==> src/rtl/sd_cmd_pkg.sv <==
// Shared constants for the SD command-line receive path: frame lengths,
// CRC7 polynomial and the receiver state encoding.
package sd_cmd_pkg;

  localparam int LONG_BITS  = 136;
  localparam int SHORT_BITS = 48;

  // x^7 + x^3 + 1 with the x^7 term implied
  localparam logic [6:0] CRC7_POLY = 7'h09;

  typedef enum logic [3:0] {
    ST_IDLE       = 4'd0,
    ST_WAIT_START = 4'd1,
    ST_RECEIVE    = 4'd2,
    ST_CHECK      = 4'd3,
    ST_DONE       = 4'd4
  } stp_state_e;

endpackage

==> src/rtl/crc7_serial.sv <==
// Bit-serial CRC7 generator; one message bit per sd_clock while enable is high.
module crc7_serial
  import sd_cmd_pkg::*;
(
  input  logic       sd_clock,
  input  logic       reset,
  input  logic       clear,
  input  logic       enable,
  input  logic       bit_in,
  output logic [6:0] crc_out
);

  logic [6:0] crc_q;
  logic [6:0] crc_d;
  logic       feedback;

  always_comb begin
    feedback = bit_in ^ crc_q[6];
    crc_d    = crc_q;
    if (clear) begin
      crc_d = '0;
    end else if (enable) begin
      crc_d = {crc_q[5:0], 1'b0} ^ (feedback ? CRC7_POLY : 7'h00);
    end
  end

  always_ff @(posedge sd_clock) begin
    if (reset) begin
      crc_q <= '0;
    end else begin
      crc_q <= crc_d;
    end
  end

  assign crc_out = crc_q;

endmodule

==> src/rtl/cmd_response_stp.sv <==
// SD CMD-line response receiver: waits for a start bit, shifts in a 48- or
// 136-bit frame MSB-first, then checks CRC7 and framing bits.
module cmd_response_stp
  import sd_cmd_pkg::*;
#(
  parameter int TIMEOUT_CYCLES = 64,
  parameter int CNT_W          = 8
) (
  input  logic                 sd_clock,
  input  logic                 reset,
  input  logic                 enable,
  input  logic                 long_resp,
  input  logic                 check_crc,
  input  logic                 cmd_in,
  output logic [LONG_BITS-1:0] pad_response,
  output logic                 reception_complete,
  output logic                 crc_error,
  output logic                 frame_error,
  output logic                 timeout_error
);

  stp_state_e           state_q, state_d;
  logic                 long_q, long_d;
  logic                 chk_q, chk_d;
  logic [LONG_BITS-1:0] shift_q, shift_d;
  logic [CNT_W-1:0]     bit_cnt_q, bit_cnt_d;
  logic [CNT_W-1:0]     timeout_cnt_q, timeout_cnt_d;
  logic                 crc_err_q, crc_err_d;
  logic                 frame_err_q, frame_err_d;
  logic                 timeout_err_q, timeout_err_d;

  logic [CNT_W-1:0]     last_idx;
  logic [CNT_W-1:0]     tx_idx;
  logic [CNT_W-1:0]     crc_lo;
  logic [CNT_W-1:0]     crc_hi;
  logic                 crc_clear;
  logic                 crc_en;
  logic [6:0]           crc_value;

  function automatic logic [CNT_W-1:0] sat_inc(input logic [CNT_W-1:0] v);
    sat_inc = (v == {CNT_W{1'b1}}) ? v : v + 1'b1;
  endfunction

  // bit_cnt holds how many bits are already in; the bit being captured has
  // frame index last_idx - bit_cnt, so the CRC window maps to a count range.
  always_comb begin
    last_idx = long_q ? CNT_W'(LONG_BITS - 1) : CNT_W'(SHORT_BITS - 1);
    tx_idx   = last_idx - 1'b1;
    crc_lo   = long_q ? CNT_W'(8) : '0;
    crc_hi   = last_idx - CNT_W'(8);
  end

  always_comb begin
    state_d       = state_q;
    long_d        = long_q;
    chk_d         = chk_q;
    shift_d       = shift_q;
    bit_cnt_d     = bit_cnt_q;
    timeout_cnt_d = timeout_cnt_q;
    crc_err_d     = crc_err_q;
    frame_err_d   = frame_err_q;
    timeout_err_d = timeout_err_q;
    crc_clear     = 1'b0;
    crc_en        = 1'b0;

    if (!enable) begin
      state_d = ST_IDLE;
    end else begin
      case (state_q)
        ST_IDLE: begin
          state_d       = ST_WAIT_START;
          long_d        = long_resp;
          chk_d         = check_crc;
          shift_d       = '0;
          bit_cnt_d     = '0;
          timeout_cnt_d = '0;
          crc_err_d     = 1'b0;
          frame_err_d   = 1'b0;
          timeout_err_d = 1'b0;
          crc_clear     = 1'b1;
        end
        ST_WAIT_START: begin
          if (!cmd_in) begin
            shift_d   = {shift_q[LONG_BITS-2:0], cmd_in};
            bit_cnt_d = CNT_W'(1);
            crc_en    = !long_q;
            state_d   = ST_RECEIVE;
          end else if (timeout_cnt_q == CNT_W'(TIMEOUT_CYCLES - 1)) begin
            timeout_err_d = 1'b1;
            state_d       = ST_DONE;
          end else begin
            timeout_cnt_d = sat_inc(timeout_cnt_q);
          end
        end
        ST_RECEIVE: begin
          shift_d   = {shift_q[LONG_BITS-2:0], cmd_in};
          bit_cnt_d = sat_inc(bit_cnt_q);
          crc_en    = (bit_cnt_q >= crc_lo) && (bit_cnt_q <= crc_hi);
          if (bit_cnt_q == last_idx) begin
            state_d = ST_CHECK;
          end
        end
        ST_CHECK: begin
          frame_err_d = shift_q[tx_idx] | ~shift_q[0];
          crc_err_d   = chk_q & (crc_value != shift_q[7:1]);
          state_d     = ST_DONE;
        end
        ST_DONE: begin
          state_d = ST_DONE;
        end
        default: begin
          state_d = ST_IDLE;
        end
      endcase
    end
  end

  always_ff @(posedge sd_clock) begin
    if (reset) begin
      state_q       <= ST_IDLE;
      long_q        <= 1'b0;
      chk_q         <= 1'b0;
      shift_q       <= '0;
      bit_cnt_q     <= '0;
      timeout_cnt_q <= '0;
      crc_err_q     <= 1'b0;
      frame_err_q   <= 1'b0;
      timeout_err_q <= 1'b0;
    end else begin
      state_q       <= state_d;
      long_q        <= long_d;
      chk_q         <= chk_d;
      shift_q       <= shift_d;
      bit_cnt_q     <= bit_cnt_d;
      timeout_cnt_q <= timeout_cnt_d;
      crc_err_q     <= crc_err_d;
      frame_err_q   <= frame_err_d;
      timeout_err_q <= timeout_err_d;
    end
  end

  crc7_serial u_crc7 (
    .sd_clock (sd_clock),
    .reset    (reset),
    .clear    (crc_clear),
    .enable   (crc_en),
    .bit_in   (cmd_in),
    .crc_out  (crc_value)
  );

  // Gated with enable so the controller sees completion fall as soon as it lets go.
  assign reception_complete = (state_q == ST_DONE) & enable;
  assign pad_response       = shift_q;
  assign crc_error          = crc_err_q;
  assign frame_error        = frame_err_q;
  assign timeout_error      = timeout_err_q;

endmodule

==> config.mk <==
export PLATFORM = sky130hd
export DESIGN_NAME = cmd_response_stp
export DESIGN_NICKNAME = d
export VERILOG_FILES = /design/src/rtl/sd_cmd_pkg.sv /design/src/rtl/crc7_serial.sv /design/src/rtl/cmd_response_stp.sv
export SDC_FILE = /design/constraint.sdc
export NUM_CORES = 1
export LEC_CHECK = 0
export ABC_AREA = 1
export CAP_MARGIN = 20
export CORE_MARGIN = 3
export CORE_UTILIZATION = 40
export CTS_CLUSTER_DIAMETER = 50
export DETAILED_ROUTE_END_ITERATION = 16
export PLACE_DENSITY = 0.74
export REMOVE_ABC_BUFFERS = 1
export SLEW_MARGIN = 40
export SYNTH_ARGS = -nofsm -noshare
export SYNTH_HDL_FRONTEND = slang
export SYNTH_SLANG_ARGS = --single-unit
==> constraint.sdc <==
create_clock -name sd_clock -period 5.47 [get_ports sd_clock]
set_clock_uncertainty 0.15 [all_clocks]
set_input_delay 1.094 -clock sd_clock [delete_from_list [all_inputs] [get_ports sd_clock]]
set_output_delay 1.094 -clock sd_clock [all_outputs]
set_load 0.02 [all_outputs]
==> flow_summary.json <==
{
  "status": "complete, no violations",
  "port-buffer-count": 145,
  "synth_seq_cells": 167,
  "post-dp-hpwl_mm": 11.0,
  "post_cts_resize_count": 0,
  "cts_setup_buffers": 0,
  "crit_path_frequent_cell": "clkdlybuf4s50_1",
  "comb_power_share_pct": 7.0,
  "fin_cells": 1244,
  "clkPwrFrac_pct": 46.6,
  "startpoint_type": "input port",
  "switching_share_pct": 26.3,
  "ir_drop_v": 0.000244,
  "relSlewSlack_pct": 50.6,
  "crit_slowest_cell": "clkdlybuf4s50_1",
  "nets": 1025,
  "multi_input_area_um2": 3160,
  "arrival_ps": 2960,
  "die_area_um2": 19100,
  "synth-seq-area-share_pct": 47.8,
  "rsz0062_at_grt": "false",
  "antenna_found_initial": 0,
  "layout-drive-gt1-share_pct": 8.01,
  "avgSynthCellArea_um2": 7.72,
  "wl_per_cell_um": 14.2,
  "path_cells": "clkdlybuf4s50_1, inv_2, nor3_1, clkdlybuf4s50_1",
  "finalSetupViolCount": 0,
  "tns_ps": 0,
  "cts_root_buffer": "clkbuf_16",
  "ctsHoldBuffers": 0,
  "max_cap_violations": 0,
  "die_y_um": 138,
  "pin_count": 146,
  "num_rows": 47,
  "cts_tree": "done",
  "die_w_um": 138,
  "min_period_ps": 4200,
  "hold-worst-slack_ps": 324,
  "worst_pin_slew_ps": 741,
  "worstPathRequired_ps": 4230,
  "regArea_um2": 3340,
  "htreeDepth": 4,
  "hold_viol": 0,
  "worst_path_dominant_cell_family": "buffers and inverters",
  "firstDrtPassIters": 5,
  "cp_max_fo": 15,
  "synth_cells": 906,
  "grt_overflow_total": 0,
  "netlist_area_um2": 6990,
  "placed_cell_area_um2": 8440,
  "yosysWarnings": 0,
  "power.leakage_nw": 3.00,
  "clock_path_buffers": 2,
  "finalMaxSlewViolations": 0,
  "initial_core_util_pct": 41.6,
  "worstSkewPairLatency_ps": 420,
  "pre_cts_slack_ps": 1270,
  "wirelength_mm": 17.6,
  "drt_iter0_markers": 441,
  "critPathMaxStageDelay_ps": 790,
  "design_area_um2": 9050,
  "grt_pass1_wl_mm": 29.6,
  "fmax_ghz": 0.238,
  "crit_type": "input port to output pin",
  "power_mw": 2.65,
  "grt_pass1_vias": 5962,
  "coreArea_um2": 16800,
  "seqPwrFrac_pct": 46.4,
  "final_core_util_pct": 53.8,
  "antenna_cells": 0,
  "areaGrowthSynthToFinish_pct": 29.5,
  "drc": 0,
  "ant_nets": 0,
  "cts.clk_slew.worst_paths_ps": 70,
  "grt_usage_pct": 18.2,
  "fin_crit_sh_pct": 76.8,
  "cts_buffers": 17,
  "p_int_mw": 1.96,
  "grt_max_degree": 96,
  "endpoint_kind": "output pin",
  "power.net_switching_mw": 0.697,
  "worst_hold_path_type": "flip-flop to flip-flop",
  "setup_ws_ps": 1270,
  "synth_cell_types": 30,
  "viasPerCell": 5.10,
  "powerDensity_nw_per_um2": 293,
  "gp_congestion": 0.832,
  "place_inst": 1213,
  "final.fill_count": 1617,
  "cp_num_buf_inv": 3,
  "cts_sinks": 167,
  "via_count": 6348
}
==> Yosys cell counts <==
| library cell | n | area share, % |
|---|---|---|
| nor2_1 | 62 | 3.3 |
| o21ai_0 | 17 | 1.2 |
| a21oi_1 | 156 | 11 |
| nand2_4 | 2 | 0.32 |
| buf_2 | 28 | 2.0 |
| a21oi_2 | 1 | 0.13 |
| dfxtp_1 | 167 | 48 |
| nor2_2 | 2 | 0.18 |
| nor3_1 | 6 | 0.43 |
| nand3_1 | 128 | 9.2 |
| or2_2 | 1 | 0.090 |
| buf_6 | 2 | 0.32 |
| nand4_1 | 4 | 0.36 |
| xor2_1 | 10 | 1.3 |
| buf_8 | 4 | 0.86 |
| inv_2 | 5 | 0.27 |
| o2111ai_1 | 1 | 0.13 |
| nand3_2 | 31 | 4.4 |
| nor3b_1 | 1 | 0.11 |
| nand2_1 | 199 | 11 |
| clkbuf_1 | 18 | 0.97 |
| ha_1 | 7 | 1.3 |
| nand2_2 | 2 | 0.18 |
| buf_1 | 8 | 0.43 |
| inv_1 | 37 | 2.0 |
| buf_4 | 3 | 0.32 |
| xnor2_1 | 1 | 0.13 |
| o21a_1 | 1 | 0.11 |
| nand3_4 | 1 | 0.25 |
| o31ai_1 | 1 | 0.11 |
==> power by group through the flow <==
stage / Combinational, mW / Sequential (mW) / Clock [mW]
2_1_floorplan: 0.112 / 1.26 / 0
3_3_place_gp: 0.186 / 1.26 / 0
3_5_place_dp: 0.188 / 1.26 / 0
4_1_cts: 0.188 / 1.23 / 1.28
5_1_grt: 0.208 / 1.23 / 1.32
6_report: 0.186 / 1.23 / 1.24
==> logic make-up after synthesis <==
logic type,count (synthesis),share of synthesized area [%]
and+or+nand+nor,439,29.5
xor gates and xnor gates,11,1.38
buffers and inverters,105,7.16
AOI/OAI and AO/OA,177,12.9
adders and majority gates,7,1.25
DFF,167,47.8
==> flip-flops by register name, summed over array words and instances, names as in the netlist <==
| signal | cells |
|---|---|
| pad_response | 136 |
| bit_cnt_q | 8 |
| timeout_cnt_q | 8 |
| u_crc7.crc_out | 7 |
| state_q | 3 |
| chk_q | 1 |
| crc_error | 1 |
| frame_error | 1 |
| long_q | 1 |
| timeout_error | 1 |
==> per-layer routing <==
metal  wire length (µm)  track usage [%]  up-vias
met4                170             5.36        0
met2               8200             27.9      133
met5                  0                0        -
met1               7930             23.6     2977
li1                   -                -     3228
met3               1330             7.46       10
==> final timing paths <==
kind | startpoint | end | slack (ps) | depth (start not counted)
max | enable | reception_complete | 1270 | 4
min | chk_q | chk_q | 320 | 2
max reg2reg | state_q[2] | pad_response[118] | 2790 | 9
min reg2reg | chk_q | chk_q | 320 | 2
==> layout by cell type, fill, tap and decap left out, types with 2 or more instances in the layout <==
cell type and count:
buf_4 3, buf_6 2, bufinv_16 2, nor2_2 2, inv_6 2, nand2_4 2
clkbuf_16 17, nand4_1 4, clkinvlp_4 2, nand2_1 199, xor2_1 10, nand3_2 31
nor2_1 62, ha_1 7, nand3_1 128, inv_2 4, clkdlybuf4s50_1 144, nor3_1 6
inv_8 7, o21ai_0 17, a21oi_1 156, inv_1 37, dfxtp_1 167
==> tightest hold or removal path, cell delays in order (launching register included) <==
cell     delay [ps]
dfxtp_1         300
inv_1            70
a21oi_1          60
==> final cells by class <==
cell class	count	share of cell area [%]
clock inverters	14	1.99
clock buffers	17	4.70
inverters	42	1.77
multi-input cells	634	34.9
well taps	220	3.04
repair buffers	150	16.6
flip-flops and latches	167	36.9
Power figures use the tool's default switching activity.
